## src/rtl/cam_dvp_tx.sv

```systemverilog
// ---------------------------------------------------------------------------
// cam_dvp_tx
//   8-bit DVP (OV7670-style) camera stream source with a built-in RGB565 test
//   pattern generator. Drives the capture path in simulation and in on-board
//   loopback so capture and frame RAM can be exercised without a sensor.
//
// Ports
//   clk50MHz     in   system clock
//   reset        in   asynchronous, active-high reset
//   enable       in   run frames continuously while high (level)
//   mode[1:0]    in   0 colour bars, 1 byte counter, 2 solid, 3 checkerboard
//   color[15:0]  in   RGB565 value used by solid mode
//   pclk         out  pixel clock, 50% duty, PCLK_DIV system clocks per period
//   vsync        out  frame sync, active high
//   href         out  high while data carries valid pixel bytes
//   data[7:0]    out  pixel byte (RGB565, high byte first); 0 while href low
//   busy         out  high from frame start until frame end
//   frame_done   out  one-system-clock pulse at the end of every frame
//   frame_count  out  number of completed frames, wraps at 16 bits
// ---------------------------------------------------------------------------
module cam_dvp_tx #(
    parameter int H_ACTIVE    = 640,
    parameter int H_BLANK     = 144,
    parameter int V_ACTIVE    = 480,
    parameter int VSYNC_LINES = 3,
    parameter int V_BACK      = 17,
    parameter int V_FRONT     = 10,
    parameter int PCLK_DIV    = 2
) (
    input  logic        clk50MHz,
    input  logic        reset,
    input  logic        enable,
    input  logic [1:0]  mode,
    input  logic [15:0] color,
    output logic        pclk,
    output logic        vsync,
    output logic        href,
    output logic [7:0]  data,
    output logic        busy,
    output logic        frame_done,
    output logic [15:0] frame_count
);

    typedef enum logic [2:0] {IDLE, VSYNC, VBACK, ACTIVE, VFRONT} state_t;

    localparam int              DIV_W     = $clog2(PCLK_DIV);
    localparam logic [DIV_W-1:0] DIV_LAST = DIV_W'(PCLK_DIV - 1);
    localparam logic [DIV_W-1:0] DIV_HALF = DIV_W'(PCLK_DIV / 2);
    localparam logic [15:0]     LINE_LEN  = 16'(2 * H_ACTIVE + H_BLANK);
    localparam logic [15:0]     HREF_LEN  = 16'(2 * H_ACTIVE);
    localparam int              BAR_W_INT = (H_ACTIVE / 8 > 0) ? H_ACTIVE / 8 : 1;
    localparam logic [14:0]     BAR_W     = 15'(BAR_W_INT);

    // Number of lines spent in each vertical state.
    function automatic logic [15:0] state_lines(state_t s);
        case (s)
            VSYNC:   return 16'(VSYNC_LINES);
            VBACK:   return 16'(V_BACK);
            ACTIVE:  return 16'(V_ACTIVE);
            VFRONT:  return 16'(V_FRONT);
            default: return 16'd0;
        endcase
    endfunction

    // Next vertical state with a non-zero line count; IDLE marks end of frame.
    function automatic state_t state_after(state_t s);
        state_t r;
        r = IDLE;
        if (s == VSYNC && V_BACK > 0)
            r = VBACK;
        else if ((s == VSYNC || s == VBACK) && V_ACTIVE > 0)
            r = ACTIVE;
        else if ((s == VSYNC || s == VBACK || s == ACTIVE) && V_FRONT > 0)
            r = VFRONT;
        return r;
    endfunction

    // ------------------------------------------------------------------
    // pclk divider. pclk is registered from the next divider value so it
    // falls on the same edge where the stream registers update (tick).
    // ------------------------------------------------------------------
    logic [DIV_W-1:0] div_reg, div_next;
    logic             tick;
    logic             pclk_next;

    always_comb begin
        tick      = (div_reg == DIV_LAST);
        div_next  = tick ? '0 : div_reg + 1'b1;
        pclk_next = (div_next >= DIV_HALF);
    end

    always_ff @(posedge clk50MHz or posedge reset) begin
        if (reset) begin
            div_reg <= '0;
            pclk    <= 1'b0;
        end else begin
            div_reg <= div_next;
            pclk    <= pclk_next;
        end
    end

    // ------------------------------------------------------------------
    // Frame position FSM: state, column and per-state line counters.
    // ------------------------------------------------------------------
    state_t      state_reg, state_next, first_state;
    logic [15:0] col_reg, col_next;
    logic [15:0] line_reg, line_next;
    logic        frame_start, frame_end;

    always_ff @(posedge clk50MHz or posedge reset) begin
        if (reset) begin
            state_reg <= IDLE;
            col_reg   <= '0;
            line_reg  <= '0;
        end else if (tick) begin
            state_reg <= state_next;
            col_reg   <= col_next;
            line_reg  <= line_next;
        end
    end

    always_comb begin
        state_next  = state_reg;
        col_next    = col_reg;
        line_next   = line_reg;
        frame_start = 1'b0;
        frame_end   = 1'b0;
        first_state = (VSYNC_LINES > 0) ? VSYNC : state_after(VSYNC);
        if (tick) begin
            if (state_reg == IDLE) begin
                if (enable) begin
                    frame_start = 1'b1;
                    state_next  = first_state;
                    col_next    = '0;
                    line_next   = '0;
                end
            end else if (col_reg != LINE_LEN - 16'd1) begin
                col_next = col_reg + 16'd1;
            end else begin
                col_next = '0;
                if (line_reg != state_lines(state_reg) - 16'd1) begin
                    line_next = line_reg + 16'd1;
                end else begin
                    line_next  = '0;
                    state_next = state_after(state_reg);
                    if (state_next == IDLE) begin
                        // Last slot of the frame: restart directly if still
                        // enabled so back-to-back frames have no gap.
                        frame_end = 1'b1;
                        if (enable) begin
                            frame_start = 1'b1;
                            state_next  = first_state;
                        end
                    end
                end
            end
        end
    end

    // ------------------------------------------------------------------
    // Pattern generation for the position being entered. Mode, colour and
    // the byte counter take their fresh frame-start values on the very tick
    // that starts a frame.
    // ------------------------------------------------------------------
    logic [1:0]  mode_reg, mode_eff;
    logic [15:0] color_reg, color_eff;
    logic [7:0]  byte_cnt_reg, byte_cnt_next, cnt_base;
    logic [14:0] px_x, bar_idx;
    logic [15:0] px_y;
    logic [2:0]  bar;
    logic [15:0] bar_color, pixel;
    logic        vsync_next, href_next, busy_next;
    logic [7:0]  data_next;

    always_comb begin
        mode_eff  = frame_start ? mode  : mode_reg;
        color_eff = frame_start ? color : color_reg;
        cnt_base  = frame_start ? 8'd0  : byte_cnt_reg;

        px_x    = col_next[15:1];
        px_y    = line_next;
        bar_idx = px_x / BAR_W;
        bar     = (bar_idx > 15'd7) ? 3'd7 : bar_idx[2:0];

        case (bar)
            3'd0:    bar_color = 16'hFFFF;
            3'd1:    bar_color = 16'hFFE0;
            3'd2:    bar_color = 16'h07FF;
            3'd3:    bar_color = 16'h07E0;
            3'd4:    bar_color = 16'hF81F;
            3'd5:    bar_color = 16'hF800;
            3'd6:    bar_color = 16'h001F;
            default: bar_color = 16'h0000;
        endcase

        case (mode_eff)
            2'd0:    pixel = bar_color;
            2'd2:    pixel = color_eff;
            2'd3:    pixel = (px_x[3] ^ px_y[3]) ? 16'h0000 : 16'hFFFF;
            default: pixel = 16'h0000;
        endcase

        vsync_next    = (state_next == VSYNC);
        href_next     = (state_next == ACTIVE) && (col_next < HREF_LEN);
        busy_next     = (state_next != IDLE);
        data_next     = 8'd0;
        byte_cnt_next = cnt_base;
        if (href_next) begin
            if (mode_eff == 2'd1)
                data_next = cnt_base;
            else
                data_next = col_next[0] ? pixel[7:0] : pixel[15:8];
            byte_cnt_next = cnt_base + 8'd1;
        end
    end

    always_ff @(posedge clk50MHz or posedge reset) begin
        if (reset) begin
            vsync        <= 1'b0;
            href         <= 1'b0;
            data         <= 8'd0;
            busy         <= 1'b0;
            frame_done   <= 1'b0;
            frame_count  <= 16'd0;
            byte_cnt_reg <= 8'd0;
            mode_reg     <= 2'd0;
            color_reg    <= 16'd0;
        end else begin
            frame_done <= frame_end;
            if (tick) begin
                vsync        <= vsync_next;
                href         <= href_next;
                data         <= data_next;
                busy         <= busy_next;
                byte_cnt_reg <= byte_cnt_next;
                if (frame_start) begin
                    mode_reg  <= mode;
                    color_reg <= color;
                end
                if (frame_end)
                    frame_count <= frame_count + 16'd1;
            end
        end
    end

endmodule

```

## config.mk

```make
export PLATFORM = sky130hd
export DESIGN_NAME = cam_dvp_tx
export DESIGN_NICKNAME = d
export VERILOG_FILES = /design/src/rtl/cam_dvp_tx.sv
export SDC_FILE = /design/constraint.sdc
export NUM_CORES = 1
export LEC_CHECK = 0
export CAP_MARGIN = 10
export CELL_PAD_IN_SITES_DETAIL_PLACEMENT = 1
export CELL_PAD_IN_SITES_GLOBAL_PLACEMENT = 2
export CORE_ASPECT_RATIO = 1.2
export CORE_MARGIN = 5
export CORE_UTILIZATION = 37
export CTS_CLUSTER_DIAMETER = 30
export CTS_CLUSTER_SIZE = 12
export DETAILED_ROUTE_END_ITERATION = 12
export PLACE_DENSITY_LB_ADDON = 0.25
export SLEW_MARGIN = 10
export SYNTH_ARGS = -nofsm -noshare
export SYNTH_HDL_FRONTEND = slang
export SYNTH_SLANG_ARGS = --single-unit
```

## constraint.sdc

```tcl
create_clock -name clk50MHz -period 6.1 [get_ports clk50MHz]
set_input_delay 1.22 -clock clk50MHz [delete_from_list [all_inputs] [get_ports clk50MHz]]
set_output_delay 1.22 -clock clk50MHz [all_outputs]
set_load 0.02 [all_outputs]
```

==> summary.json, run 1 <==
{
  "outcome": {
    "run_status": "finished, final reports clean"
  },
  "critical_path": {
    "worst_setup_path_endpoint": "data[4]",
    "critical_path.startpoint_type": "register",
    "critPathMaxFanout": 13,
    "worst_setup_path_startpoint": "state_reg[0]",
    "beginning_of_the_worst_register_to_register_path": "state_reg[0]",
    "timing.reg2reg.setup_slack_ns": 0.40,
    "critPathRequiredTime_ns": 6.38,
    "end_kind": "register",
    "ff2ff_path_depth": 23,
    "cp_data_arrival_time_ns": 5.99,
    "crit-reg2reg-capture": "data[4]",
    "crit_type": "reg2reg"
  },
  "yosys": {
    "synth_flop_cell": "sky130_fd_sc_hd__dfrtp_1",
    "synth-seq-area-share_pct": 35.3,
    "synth_most_common_cell": "sky130_fd_sc_hd__dfrtp_1",
    "area_contributors_post_synth": "sky130_fd_sc_hd__dfrtp_1, sky130_fd_sc_hd__o21ai_0, sky130_fd_sc_hd__nand2_1, sky130_fd_sc_hd__mux2_2, sky130_fd_sc_hd__nor2_1",
    "synth_edf_count": 0,
    "yosys_register_bits": 90,
    "synth.top_cell.area_share_pct": 35.3,
    "yosysWarningCount": 0,
    "asyncSetResetFlopFracSynth_pct": 100,
    "yosys-top-cells-count": "sky130_fd_sc_hd__dfrtp_1, sky130_fd_sc_hd__nand2_1, sky130_fd_sc_hd__o21ai_0",
    "synth_largest_area_cell": "sky130_fd_sc_hd__dfrtp_1",
    "syn-mean-instance-area_um2": 8.80,
    "synth_cells": 725,
    "synth.distinct_cells": 98,
    "post_synth_instance_area_um2": 6380,
    "syn_nets": 755
  },
  "timing": {
    "final.setup.worst_slack_ns": 0.397,
    "grt_setup_unrepaired": "no",
    "finalWorstPathRequiredPeriod_ns": 5.70,
    "finClkSkew_ns": 0.0112,
    "worst_pin_slew_ns": 0.769,
    "setup_tns_ns": 0,
    "max_slew_margin_pct": 48.7,
    "final-hold-violation-count": 0,
    "report.final.setup_viol": 0,
    "max_freq_mhz": 175,
    "final_min_period_over_clock_period_pct": 93.5,
    "drv_slew": 0
  },
  "routing": {
    "dr_vias": 6023,
    "drt_pre_antenna_iters": 4,
    "postRouteAntennaNets": 0,
    "route.detailed.drc": 0,
    "via_per_inst": 6.02,
    "totalWireLength_mm": 20.1,
    "initialDrtViolationCount": 335,
    "wire_per_inst_um": 20.1
  },
  "power": {
    "power_density_nw_per_um2": 160,
    "p_total_mw": 1.20,
    "leakagePower_nw": 3.11,
    "vdd_drop_max_uv": 130
  },
  "clock_tree": {
    "clock_sinks": 90,
    "clk_buf_depth": 2,
    "clk_pin_slew_worst_paths_ns": 0.07,
    "cts_tree": "built",
    "holdBufCountCts": 0,
    "depth_of_the_cts_h_tree": 3,
    "insertion_delay_of_the_later_clocked_pin_in_the_worst_skew_pair_ns": 0.35,
    "cts.root.buffer_cell": "sky130_fd_sc_hd__clkbuf_16",
    "cts_buffers": 9
  },
  "final_layout": {
    "design_area_um2": 7510,
    "insertedDiodeCount": 0,
    "layout_cells_sized_above_1_pct": 14.1,
    "fillCellCount": 1982,
    "final_core_utilization_pct": 44.4,
    "sequential_standard_cell_area_um2": 2250,
    "fin_nets": 811,
    "multiInputGateArea_um2": 3850,
    "syn2layout_area_growth_pct": 17.7
  },
  "floorplanning": {
    "num_io_pins": 50,
    "fp.dieH_um": 154,
    "die_w_um": 130,
    "core.rowCount": 52,
    "effective_utilization_at_floorplan_pct": 37.7,
    "coreArea_um2": 16900,
    "design.die.area_um2": 20000
  },
  "run": {
    "maxCapViolCount": 0
  },
  "place": {
    "port-buffer-count": 49,
    "routability_congestion": 0.919,
    "hpwl_mm": 15.0,
    "post_dp_cell_area_um2": 7200,
    "dp_worst_setup_slack_ns": 0.230
  },
  "hold_path": {
    "worstHoldPathType": "reg2reg"
  },
  "global_route": {
    "grt_antenna_before_repair": 0,
    "grt_pass1_vias": 6319,
    "global_route.overflow_total": 0,
    "gr-usage-all-layers_pct": 20.5,
    "global_route_wire_length_before_repair_mm": 33.4,
    "grt_max_degree": 50
  }
}
-- worst max-delay path, stage by stage (launching register included) --
cell and delay, ns:
sky130_fd_sc_hd__dfrtp_2 0.51, sky130_fd_sc_hd__xnor2_1 0.16, sky130_fd_sc_hd__nor2_1 0.09, sky130_fd_sc_hd__inv_1 0.07, sky130_fd_sc_hd__ha_1 0.26, sky130_fd_sc_hd__and3_1 0.17, sky130_fd_sc_hd__ha_1 0.31, sky130_fd_sc_hd__xnor2_1 0.14
sky130_fd_sc_hd__nor4_1 0.39, sky130_fd_sc_hd__o21ai_0 0.19, sky130_fd_sc_hd__nor4_2 0.38, sky130_fd_sc_hd__nand3_1 0.19, sky130_fd_sc_hd__nor2_1 0.21, sky130_fd_sc_hd__a21oi_1 0.17, sky130_fd_sc_hd__nor2_2 0.28, sky130_fd_sc_hd__mux2i_1 0.38
sky130_fd_sc_hd__inv_1 0.20, sky130_fd_sc_hd__nor2_1 0.19, sky130_fd_sc_hd__nand4_1 0.25, sky130_fd_sc_hd__a21oi_1 0.19, sky130_fd_sc_hd__o221ai_1 0.18, sky130_fd_sc_hd__o31ai_2 0.32, sky130_fd_sc_hd__o221a_1 0.24, sky130_fd_sc_hd__a31o_1 0.15
-- power breakdown --
group	switching, mW	total [mW]	internal (mW)
registers	0	0.596	0.596
logic	0.0149	0.0273	0.0123
clock network	0.258	0.579	0.321
total	0.273	1.20	0.930
-- metal layers --
metal	vias up	global-route usage, %	part of all wire, %	wire length [µm]
li1	2835	-	-	-
met1	3027	26.2	44	8810
met2	128	35.3	51	10300
met3	33	2.46	3.1	626
met4	0	7.33	2.1	414
met5	-	0	0	0
-- cell families (layout without fill, tap and decap cells) --
logic type,Yosys count,after routing,share of synthesized area (%)
xor gates and xnor gates,41,41,5.63
AOI/OAI and AO/OA,211,211,24.2
DFF,90,90,35.3
muxes,29,29,5.12
and+or+nand+nor,282,282,23.3
buffers and inverters,62,122,4.43
adders and majority gates,10,10,1.94
-- layout make-up --
cell class	instances	area share, %
clock inverter	6	0.983
clock buffer	9	3.00
tap	216	3.60
multi-input combinational	573	51.3
sequential	90	30.0
inverter	26	1.35
timing repair buffer	81	9.73
-- what timing repair did --
item / 4_1_cts / 5_1_grt
endpoints found under the setup margin: 0 / 8
buffers inserted: 0 / 0
resized for setup: 0 / 2
-- layout by cell type, fill, tap and decap left out, types with 4 or more instances in the layout --
cell type / n
sky130_fd_sc_hd__and3_1: 26
sky130_fd_sc_hd__nand2b_1: 7
sky130_fd_sc_hd__nor2b_1: 4
sky130_fd_sc_hd__nor2_1: 52
sky130_fd_sc_hd__o211ai_1: 5
sky130_fd_sc_hd__o22ai_1: 7
sky130_fd_sc_hd__clkdlybuf4s50_1: 49
sky130_fd_sc_hd__inv_1: 20
sky130_fd_sc_hd__nand2_1: 74
sky130_fd_sc_hd__and2_1: 6
sky130_fd_sc_hd__xor2_1: 21
sky130_fd_sc_hd__a31oi_1: 10
sky130_fd_sc_hd__o21ai_0: 56
sky130_fd_sc_hd__o21ai_1: 9
sky130_fd_sc_hd__nand4_1: 28
sky130_fd_sc_hd__xnor2_1: 20
sky130_fd_sc_hd__a22o_1: 4
sky130_fd_sc_hd__a211oi_1: 7
sky130_fd_sc_hd__clkbuf_16: 9
sky130_fd_sc_hd__dfrtp_1: 89
sky130_fd_sc_hd__a21oi_1: 29
sky130_fd_sc_hd__or3_1: 6
sky130_fd_sc_hd__o31ai_1: 6
sky130_fd_sc_hd__ha_1: 9
sky130_fd_sc_hd__nor3_1: 16
sky130_fd_sc_hd__nand3_1: 25
sky130_fd_sc_hd__nor4_1: 9
sky130_fd_sc_hd__mux2_2: 18
sky130_fd_sc_hd__mux2i_1: 9
sky130_fd_sc_hd__o21a_1: 5
sky130_fd_sc_hd__a22oi_1: 7
sky130_fd_sc_hd__buf_4: 32
-- per-stage QoR --
step | hold slack [ns] | instances
floorplan | 0.447 | 725
global placement | 0.454 | 986
detailed placement | 0.476 | 986
CTS | 0.486 | 1001
global route | 0.504 | 1001
finish | 0.479 | 1001
-- how the worst min path moves through the flow --
stage,startpoint,to,slack [ns],cells past startpoint
finish,frame_count[15],frame_count[15],0.48,1
global route,frame_count[15],frame_count[15],0.50,1
CTS,frame_count[15],frame_count[15],0.49,1
detailed placement,frame_count[15],frame_count[15],0.48,1
global placement,frame_count[15],frame_count[15],0.45,1
floorplan,color_reg[2],color_reg[2],0.45,2
Power figures use the tool's default switching activity.
==> inputs of run 2 (changes only) <==
--- a/config.mk
+++ b/config.mk
@@ -15,6 +15,7 @@
 export CTS_CLUSTER_SIZE = 12
 export DETAILED_ROUTE_END_ITERATION = 12
 export PLACE_DENSITY_LB_ADDON = 0.25
+export RECOVER_POWER = 50
 export SLEW_MARGIN = 10
 export SYNTH_ARGS = -nofsm -noshare
 export SYNTH_HDL_FRONTEND = slang
==> run 2 against run 1 <==
Compared with the run above:
- the run now ends with capacitance limit, slew limit left
- clock skew about the same
- register-to-register slack better by 0.02 ns
- sequential power barely moved
- power hardly changed
- cell count did not move
- sequential share of layout area increased by 0.055 points
- setup slack better by 0.019 ns
- non-clock buffer count unchanged
- core utilization decreased by 0.081 points
- critical endpoint unchanged
- largest cell class unchanged
==> summary.json, run 2 (synthesis results as in run 1) <==
{
  "routing": {
    "postRouteAntennaNets": {"value": 0, "change": "unchanged"},
    "via_per_inst": {"value": 6.03, "change": "was 6.02"},
    "initialDrtViolationCount": {"value": 333, "change": "was 335"},
    "drt_pre_antenna_iters": {"value": 5, "change": "was 4"},
    "totalWireLength": {"value": 20.2, "unit": "mm", "change": "was 20.1 mm"},
    "wire_per_inst": {"value": 20.2, "unit": "µm", "change": "was 20.1 µm"},
    "dr_vias": {"value": 6041, "change": "was 6023"},
    "route.detailed.drc": {"value": 0, "change": "unchanged"}
  },
  "floorplanning": {
    "die_w": {"value": 130, "unit": "µm", "change": "unchanged"},
    "num_io_pins": {"value": 50, "change": "unchanged"},
    "effective_utilization_at_floorplan": {"value": 37.7, "unit": "%", "change": "unchanged"},
    "design.die.area": {"value": 20000, "unit": "µm²", "change": "unchanged"},
    "coreArea": {"value": 16900, "unit": "µm²", "change": "unchanged"},
    "fp.dieH": {"value": 154, "unit": "µm", "change": "unchanged"},
    "core.rowCount": {"value": 52, "change": "unchanged"}
  },
  "critical_path": {
    "crit_type": {"value": "reg2reg", "change": "unchanged"},
    "critical_path.startpoint_type": {"value": "register", "change": "unchanged"},
    "cp_cell_sequence": {"value": "xnor2_1, nor2_1, inv_1, ha_1, and3_1, ha_1, xnor2_1, nor4_1, o21ai_0, nor4_2, nand3_1, nor2_1, a21oi_1, nor2_2, mux2i_1, inv_1, nor2_1, nand4_1, a21oi_1, o221ai_1, o31ai_2, o221a_1, a31o_1", "change": "unchanged"},
    "cp_data_arrival_time": {"value": 5.97, "unit": "ns", "change": "was 5.99 ns"},
    "timing.reg2reg.setup_slack": {"value": 0.42, "unit": "ns", "change": "was 0.40 ns"},
    "critPathMaxFanout": {"value": 13, "change": "unchanged"},
    "standard_cell_with_the_maximum_stage_delay_on_the_critical_path": {"value": "sky130_fd_sc_hd__dfrtp_2", "change": "unchanged"},
    "critPathRequiredTime": {"value": 6.38, "unit": "ns", "change": "about the same"},
    "crit_top_cell": {"value": "sky130_fd_sc_hd__nor2_1", "change": "unchanged"},
    "worst-path-buf-inv": {"value": 2, "change": "unchanged"},
    "end_kind": {"value": "register", "change": "unchanged"},
    "path_delay_family": {"value": "simple AND/OR/NAND/NOR gates", "change": "unchanged"},
    "critical_path.max_stage_delay": {"value": 0.51, "unit": "ns", "change": "about the same"}
  },
  "timing": {
    "finalHoldWorstSlack": {"value": 0.474, "unit": "ns", "change": "was 0.479 ns"},
    "drv_slew": {"value": 43, "change": "was 0"},
    "worst_pin_slew": {"value": 1.97, "unit": "ns", "change": "was 0.769 ns"},
    "report.final.setup_viol": {"value": 0, "change": "unchanged"},
    "max_freq": {"value": 176, "unit": "MHz", "change": "was 175 MHz"},
    "grt_setup_unrepaired": {"value": "no", "change": "unchanged"},
    "final.setup.worst_slack": {"value": 0.416, "unit": "ns", "change": "was 0.397 ns"},
    "setup_tns": {"value": 0, "unit": "ns", "change": "unchanged"},
    "final_min_period_over_clock_period": {"value": 93.2, "unit": "%", "change": "was 93.5%"},
    "max_slew_margin": {"value": -31.7, "unit": "%", "change": "was 48.7%"},
    "final-hold-violation-count": {"value": 0, "change": "unchanged"},
    "finClkSkew": {"value": 0.0114, "unit": "ns", "change": "was 0.0112 ns"},
    "finalWorstPathRequiredPeriod": {"value": 5.68, "unit": "ns", "change": "was 5.70 ns"}
  },
  "clock_tree": {
    "clk_pin_slew_worst_paths": {"value": 0.07, "unit": "ns", "change": "about the same"},
    "insertion_delay_of_the_later_clocked_pin_in_the_worst_skew_pair": {"value": 0.35, "unit": "ns", "change": "about the same"},
    "clk_buf_depth": {"value": 2, "change": "unchanged"},
    "post_cts_buffers": {"value": 0, "change": "unchanged"},
    "cts_tree": {"value": "built", "change": "unchanged"},
    "cts.root.buffer_cell": {"value": "sky130_fd_sc_hd__clkbuf_16", "change": "unchanged"},
    "clock_sinks": {"value": 90, "change": "unchanged"},
    "holdBufCountCts": {"value": 0, "change": "unchanged"},
    "depth_of_the_cts_h_tree": {"value": 3, "change": "unchanged"},
    "cts_buffers": {"value": 9, "change": "unchanged"}
  },
  "outcome": {
    "failed_checks": "capacitance limit, slew limit",
    "run_status": {"value": "finished, violations left", "change": "was finished, final reports clean"}
  },
  "power": {
    "power.net_switching": {"value": 0.273, "unit": "mW", "change": "about the same"},
    "p_seq_share": {"value": 49.6, "unit": "%", "change": "about the same"},
    "vdd_drop_max": {"value": 130, "unit": "µV", "change": "about the same"},
    "clockPowerShare": {"value": 48.2, "unit": "%", "change": "about the same"},
    "leakagePower": {"value": 3.18, "unit": "nW", "change": "was 3.11 nW"},
    "pwr-share-comb": {"value": 2.2, "unit": "%", "change": "was 2.3%"},
    "power_density": {"value": 160, "unit": "nW/µm²", "change": "about the same"},
    "p_sw_share": {"value": 22.7, "unit": "%", "change": "about the same"},
    "internal-power": {"value": 0.930, "unit": "mW", "change": "about the same"}
  },
  "global_route": {
    "grt_max_degree": {"value": 50, "change": "unchanged"},
    "global_route_wire_length_before_repair": {"value": 33.4, "unit": "mm", "change": "unchanged"},
    "grt_antenna_before_repair": {"value": 0, "change": "unchanged"},
    "grt_pass1_vias": {"value": 6319, "change": "unchanged"},
    "global_route.overflow_total": {"value": 0, "change": "unchanged"},
    "gr-usage-all-layers": {"value": 20.5, "unit": "%", "change": "unchanged"}
  },
  "final_layout": {
    "final_cell_mix": {"value": "sky130_fd_sc_hd__dfrtp_1, sky130_fd_sc_hd__nand2_1, sky130_fd_sc_hd__o21ai_0, sky130_fd_sc_hd__nor2_1", "change": "was sky130_fd_sc_hd__dfrtp_1, sky130_fd_sc_hd__nand2_1, sky130_fd_sc_hd__o21ai_0, sky130_fd_sc_hd__nor2_1, sky130_fd_sc_hd__clkdlybuf4s50_1"},
    "fin_nets": {"value": 811, "change": "unchanged"},
    "final_core_utilization": {"value": 44.3, "unit": "%", "change": "was 44.4%"},
    "layout.cells.most_common": {"value": "sky130_fd_sc_hd__dfrtp_1", "change": "unchanged"},
    "syn2layout_area_growth": {"value": 17.5, "unit": "%", "change": "was 17.7%"},
    "layout_cells_sized_above_1": {"value": 13.6, "unit": "%", "change": "was 14.1%"},
    "design_area": {"value": 7490, "unit": "µm²", "change": "was 7510 µm²"},
    "insertedDiodeCount": {"value": 0, "change": "unchanged"}
  },
  "place": {
    "post_dp_cell_area": {"value": 7200, "unit": "µm²", "change": "unchanged"},
    "port-buffer-count": {"value": 49, "change": "unchanged"},
    "dp_worst_setup_slack": {"value": 0.230, "unit": "ns", "change": "unchanged"},
    "hpwl": {"value": 15.0, "unit": "mm", "change": "unchanged"},
    "routability_congestion": {"value": 0.919, "change": "unchanged"}
  },
  "run": {
    "maxCapViolCount": {"value": 1, "change": "was 0"}
  },
  "hold_path": {
    "worstHoldPathType": {"value": "reg2reg", "change": "unchanged"}
  }
}
==> run 2: cell count changes in the layout (fill, tap and decap cells not counted), moves of 3 or more <==
cell / delta
sky130_fd_sc_hd__clkdlybuf4s50_1: -29
sky130_fd_sc_hd__dlygate4sd3_1: +29
sky130_fd_sc_hd__buf_4: -4
sky130_fd_sc_hd__clkbuf_1: +3
==> run 2: area by class of cell <==
class | instances | area [µm²]
inverter | 26 | 101
clock inverter | 6 | 73.8
clock buffer | 9 | 225
fill | 1985 | 9420
multi-input combinational | 573 | 3850
sequential | 90 | 2250
timing repair buffer | 81 | 717
tap | 216 | 270
==> run 2: final timing paths <==
path	start	to	cells past startpoint
hold reg to reg	frame_count[15]	frame_count[15]	1
max in group asynchronous	reset	col_reg[5]	3
setup reg to reg	state_reg[0]	data[4]	23
setup / recovery	state_reg[0]	data[4]	23
hold / removal	frame_count[15]	frame_count[15]	1
min in group asynchronous	reset	frame_count[14]	2
==> run 2: layer usage <==
layer / vias to the layer above / GRT usage (%) / routed length (µm)
met5: - / 0 / 0
met3: 35 / 2.46 / 603
met1: 3046 / 26.2 / 8850
met2: 126 / 35.3 / 10300
met4: 0 / 7.33 / 411
li1: 2834 / - / -
==> run 2: power groups by stage <==
stage / sequential [mW] / combinational, mW / clock, mW
global route: 0.596 / 0.0308 / 0.617
detailed placement: 0.608 / 0.0283 / 0
global placement: 0.608 / 0.0274 / 0
finish: 0.596 / 0.0268 / 0.579
CTS: 0.596 / 0.0285 / 0.596
floorplan: 0.608 / 0.0101 / 0
==> run 2: through the flow <==
stage / power [mW] / cells
after floorplan: 0.618 / 725
after global placement: 0.635 / 986
after detailed placement: 0.636 / 986
after CTS: 1.22 / 1001
after global routing: 1.24 / 1001
final: 1.20 / 1001
==> run 2: repair_timing <==
item,CTS,global route
endpoints found under the setup margin,0,8
resized for setup,0,2
hold endpoints to repair,0,0
==> inputs of run 3 (changes only) <==
==> constraint.sdc (replaced) <==
create_clock -name clk50MHz -period 5.4 [get_ports clk50MHz]
set_input_delay 1.08 -clock clk50MHz [delete_from_list [all_inputs] [get_ports clk50MHz]]
set_output_delay 1.08 -clock clk50MHz [all_outputs]
set_load 0.02 [all_outputs]
==> run 3 against run 2 <==
Compared with the run above:
- the flow still finishes with violations (capacitance limit, slew limit)
- design area is 6.9% higher
- cell count is 5.8% higher
- count of clock-buffer cells in the layout is 1 higher
==> summary.json, run 3 (synthesis results as in run 1) <==
{
  "floorplanning": {
    "core.rowCount": {"value": 52, "change": "unchanged"},
    "design.die.area": {"value": 20000, "unit": "µm²", "change": "unchanged"},
    "die_w": {"value": 130, "unit": "µm", "change": "unchanged"},
    "effective_utilization_at_floorplan": {"value": 37.7, "unit": "%", "change": "unchanged"},
    "fp.dieH": {"value": 154, "unit": "µm", "change": "unchanged"},
    "num_io_pins": {"value": 50, "change": "unchanged"},
    "coreArea": {"value": 16900, "unit": "µm²", "change": "unchanged"}
  },
  "timing": {
    "report.final.setup_viol": {"value": 0, "change": "unchanged"},
    "finalHoldWorstSlack": {"value": 0.475, "unit": "ns", "change": "was 0.474 ns"},
    "drv_slew": {"value": 45, "change": "was 43"},
    "max_slew_margin": {"value": -35.2, "unit": "%", "change": "was -31.7%"},
    "final-hold-violation-count": {"value": 0, "change": "unchanged"},
    "finClkSkew": {"value": 0.0115, "unit": "ns", "change": "was 0.0114 ns"},
    "worst_pin_slew": {"value": 2.02, "unit": "ns", "change": "was 1.97 ns"},
    "max_freq_mhz": 196,
    "final_min_period_over_clock_period_pct": 94.7,
    "finalWorstPathRequiredPeriod_ns": 5.11,
    "final.setup.worst_slack": {"value": 0.287, "unit": "ns", "change": "was 0.416 ns"}
  },
  "final_layout": {
    "insertedDiodeCount": {"value": 0, "change": "unchanged"},
    "final_cell_mix": {"value": "sky130_fd_sc_hd__dfrtp_1, sky130_fd_sc_hd__buf_4, sky130_fd_sc_hd__nand2_1, sky130_fd_sc_hd__o21ai_0, sky130_fd_sc_hd__nor2_1", "change": "was sky130_fd_sc_hd__dfrtp_1, sky130_fd_sc_hd__nand2_1, sky130_fd_sc_hd__o21ai_0, sky130_fd_sc_hd__nor2_1"},
    "fin_nets": {"value": 868, "change": "was 811"},
    "multiInputGateArea": {"value": 3920, "unit": "µm²", "change": "was 3850 µm²"},
    "sequential_standard_cell_area": {"value": 2260, "unit": "µm²", "change": "was 2250 µm²"},
    "final_core_utilization": {"value": 47.4, "unit": "%", "change": "was 44.3%"},
    "design_area": {"value": 8010, "unit": "µm²", "change": "was 7490 µm²"},
    "syn2layout_area_growth": {"value": 25.6, "unit": "%", "change": "was 17.5%"},
    "layout_cells_sized_above_1": {"value": 21.4, "unit": "%", "change": "was 13.6%"},
    "fillCellCount": {"value": 1981, "change": "was 1985"},
    "layout.cells.most_common": {"value": "sky130_fd_sc_hd__dfrtp_1", "change": "unchanged"}
  },
  "place": {
    "post_dp_cell_area": {"value": 7580, "unit": "µm²", "change": "was 7200 µm²"},
    "dp_worst_setup_slack": {"value": -0.314, "unit": "ns", "change": "was 0.230 ns"},
    "port-buffer-count": {"value": 49, "change": "unchanged"},
    "hpwl": {"value": 16.0, "unit": "mm", "change": "was 15.0 mm"},
    "routability_congestion": {"value": 0.923, "change": "was 0.919"}
  },
  "clock_tree": {
    "cts_tree": {"value": "built", "change": "unchanged"},
    "clock_sinks": {"value": 90, "change": "unchanged"},
    "insertion_delay_of_the_later_clocked_pin_in_the_worst_skew_pair": {"value": 0.36, "unit": "ns", "change": "was 0.35 ns"},
    "cts_buffers": {"value": 9, "change": "unchanged"},
    "cts.root.buffer_cell": {"value": "sky130_fd_sc_hd__clkbuf_16", "change": "unchanged"},
    "clk_pin_slew_worst_paths": {"value": 0.07, "unit": "ns", "change": "about the same"},
    "depth_of_the_cts_h_tree": {"value": 3, "change": "unchanged"},
    "clk_buf_depth": {"value": 2, "change": "unchanged"}
  },
  "global_route": {
    "global_route_wire_length_before_repair": {"value": 34.6, "unit": "mm", "change": "was 33.4 mm"},
    "grt_pass1_vias": {"value": 6605, "change": "was 6319"},
    "gr-usage-all-layers": {"value": 21.3, "unit": "%", "change": "was 20.5%"},
    "grt_max_degree": {"value": 48, "change": "was 50"},
    "grt_antenna_before_repair": {"value": 0, "change": "unchanged"},
    "global_route.overflow_total": {"value": 0, "change": "unchanged"}
  },
  "power": {
    "p_total": {"value": 1.42, "unit": "mW", "change": "was 1.20 mW"},
    "leakagePower": {"value": 3.45, "unit": "nW", "change": "was 3.18 nW"},
    "pwr-share-comb": {"value": 2.1, "unit": "%", "change": "was 2.2%"},
    "p_sw_share": {"value": 22.5, "unit": "%", "change": "was 22.7%"},
    "power.net_switching": {"value": 0.320, "unit": "mW", "change": "was 0.273 mW"},
    "clockPowerShare": {"value": 50.4, "unit": "%", "change": "was 48.2%"},
    "p_seq_share": {"value": 47.4, "unit": "%", "change": "was 49.6%"},
    "power_density": {"value": 177, "unit": "nW/µm²", "change": "was 160 nW/µm²"},
    "vdd_drop_max": {"value": 126, "unit": "µV", "change": "was 130 µV"},
    "internal-power": {"value": 1.10, "unit": "mW", "change": "was 0.930 mW"}
  },
  "run": {
    "maxCapViolCount": {"value": 1, "change": "unchanged"}
  },
  "routing": {
    "totalWireLength": {"value": 21.0, "unit": "mm", "change": "was 20.2 mm"},
    "wire_per_inst": {"value": 19.9, "unit": "µm", "change": "was 20.2 µm"},
    "route.detailed.drc": {"value": 0, "change": "unchanged"},
    "via_per_inst": {"value": 5.82, "change": "was 6.03"},
    "drt_pre_antenna_iters": {"value": 4, "change": "was 5"},
    "initialDrtViolationCount": {"value": 396, "change": "was 333"},
    "postRouteAntennaNets": {"value": 0, "change": "unchanged"},
    "dr_vias": {"value": 6164, "change": "was 6041"}
  },
  "critical_path": {
    "critPathRequiredTime": {"value": 5.69, "unit": "ns", "change": "was 6.38 ns"},
    "crit_type": {"value": "in2reg", "change": "was reg2reg"},
    "beginning_of_the_worst_register_to_register_path": {"value": "col_reg[0]", "change": "was state_reg[0]"},
    "critPathMaxFanout": {"value": 9, "change": "was 13"},
    "crit-reg2reg-capture": {"value": "data[4]", "change": "unchanged"},
    "end_kind": {"value": "register", "change": "unchanged"},
    "timing.reg2reg.setup_slack": {"value": 0.34, "unit": "ns", "change": "was 0.42 ns"},
    "cp_data_arrival_time": {"value": 5.40, "unit": "ns", "change": "was 5.97 ns"},
    "ff2ff_path_depth": {"value": 20, "change": "was 23"},
    "critical_path.startpoint_type": {"value": "input port", "change": "was register"}
  },
  "hold_path": {
    "worst_hold_path.endpoint": {"value": "frame_count[15]", "change": "unchanged"},
    "worstHoldStart": {"value": "frame_count[15]", "change": "unchanged"},
    "worstHoldPathType": {"value": "reg2reg", "change": "unchanged"},
    "min_path_cells": {"value": 1, "change": "unchanged"}
  },
  "outcome": {
    "failed_checks": {"value": "capacitance limit, slew limit", "change": "unchanged"},
    "run_status": {"value": "finished, violations left", "change": "unchanged"}
  }
}
-- run 3: worst max-delay path by stage --
stage	depth (start not counted)	to	startpoint	slack, ns
final	18	data[4]	enable	0.29
after global routing	23	data[4]	state_reg[0]	-0.01
after CTS	18	data[4]	enable	0.05
after detailed placement	18	data[4]	enable	-0.31
after global placement	18	data[4]	enable	-0.20
after floorplan	24	data[3]	state_reg[2]	0.29
-- run 3: area by class of cell --
type / instances / area share [%]
clock inverters: 6 / 1.20
clock buffers: 10 / 2.86
multi-input cells: 573 / 48.9
repair buffers: 138 / 14.2
flip-flops and latches: 90 / 28.1
inverters: 26 / 1.26
well taps: 216 / 3.37
-- run 3: power groups by stage --
stage / sequential, mW / combinational (mW) / clock [mW]
3_3_place_gp: 0.687 / 0.0310 / 0
2_1_floorplan: 0.687 / 0.0115 / 0
5_1_grt: 0.673 / 0.0348 / 0.765
4_1_cts: 0.673 / 0.0323 / 0.732
3_5_place_dp: 0.687 / 0.0321 / 0
6_report: 0.674 / 0.0305 / 0.716
-- run 3: critical path, stage by stage --
cell and delay, ns:
sky130_fd_sc_hd__clkdlybuf4s50_1 0.58, sky130_fd_sc_hd__o21a_2 0.25, sky130_fd_sc_hd__nand4_1 0.14, sky130_fd_sc_hd__o221ai_2 0.29, sky130_fd_sc_hd__inv_2 0.17, sky130_fd_sc_hd__buf_4 0.21
sky130_fd_sc_hd__and3_1 0.17, sky130_fd_sc_hd__o21ai_0 0.26, sky130_fd_sc_hd__and3_1 0.21, sky130_fd_sc_hd__o21ai_0 0.09, sky130_fd_sc_hd__and4bb_2 0.32, sky130_fd_sc_hd__and2_0 0.18
sky130_fd_sc_hd__o211a_1 0.26, sky130_fd_sc_hd__o221ai_2 0.26, sky130_fd_sc_hd__o221ai_2 0.15, sky130_fd_sc_hd__o31ai_2 0.35, sky130_fd_sc_hd__o221a_1 0.24, sky130_fd_sc_hd__a31o_1 0.16
-- run 3: timing repair --
item | 4_1_cts | 5_1_grt
pin swaps | 0 | 7
setup endpoints to repair | 1 | 13
setup buffers | 0 | 6
gates resized for setup | 1 | 20
hold buffers | 0 | 0
-- run 3: routing by layer --
layer | up-vias | global-route usage (%) | part of all wire, %
met2 | 97 | 37.8 | 52
met4 | 0 | 6.24 | 2.2
met5 | - | 0 | 0
met3 | 29 | 2.64 | 2.5
met1 | 3089 | 26.7 | 44
li1 | 2949 | - | -
-- run 3: metrics by stage --
step,cells,setup TNS [ns]
floorplan,725,0
global placement,1037,-1.42
detailed placement,1037,-2.07
CTS,1053,0
global route,1059,-0.0136
finish,1059,0
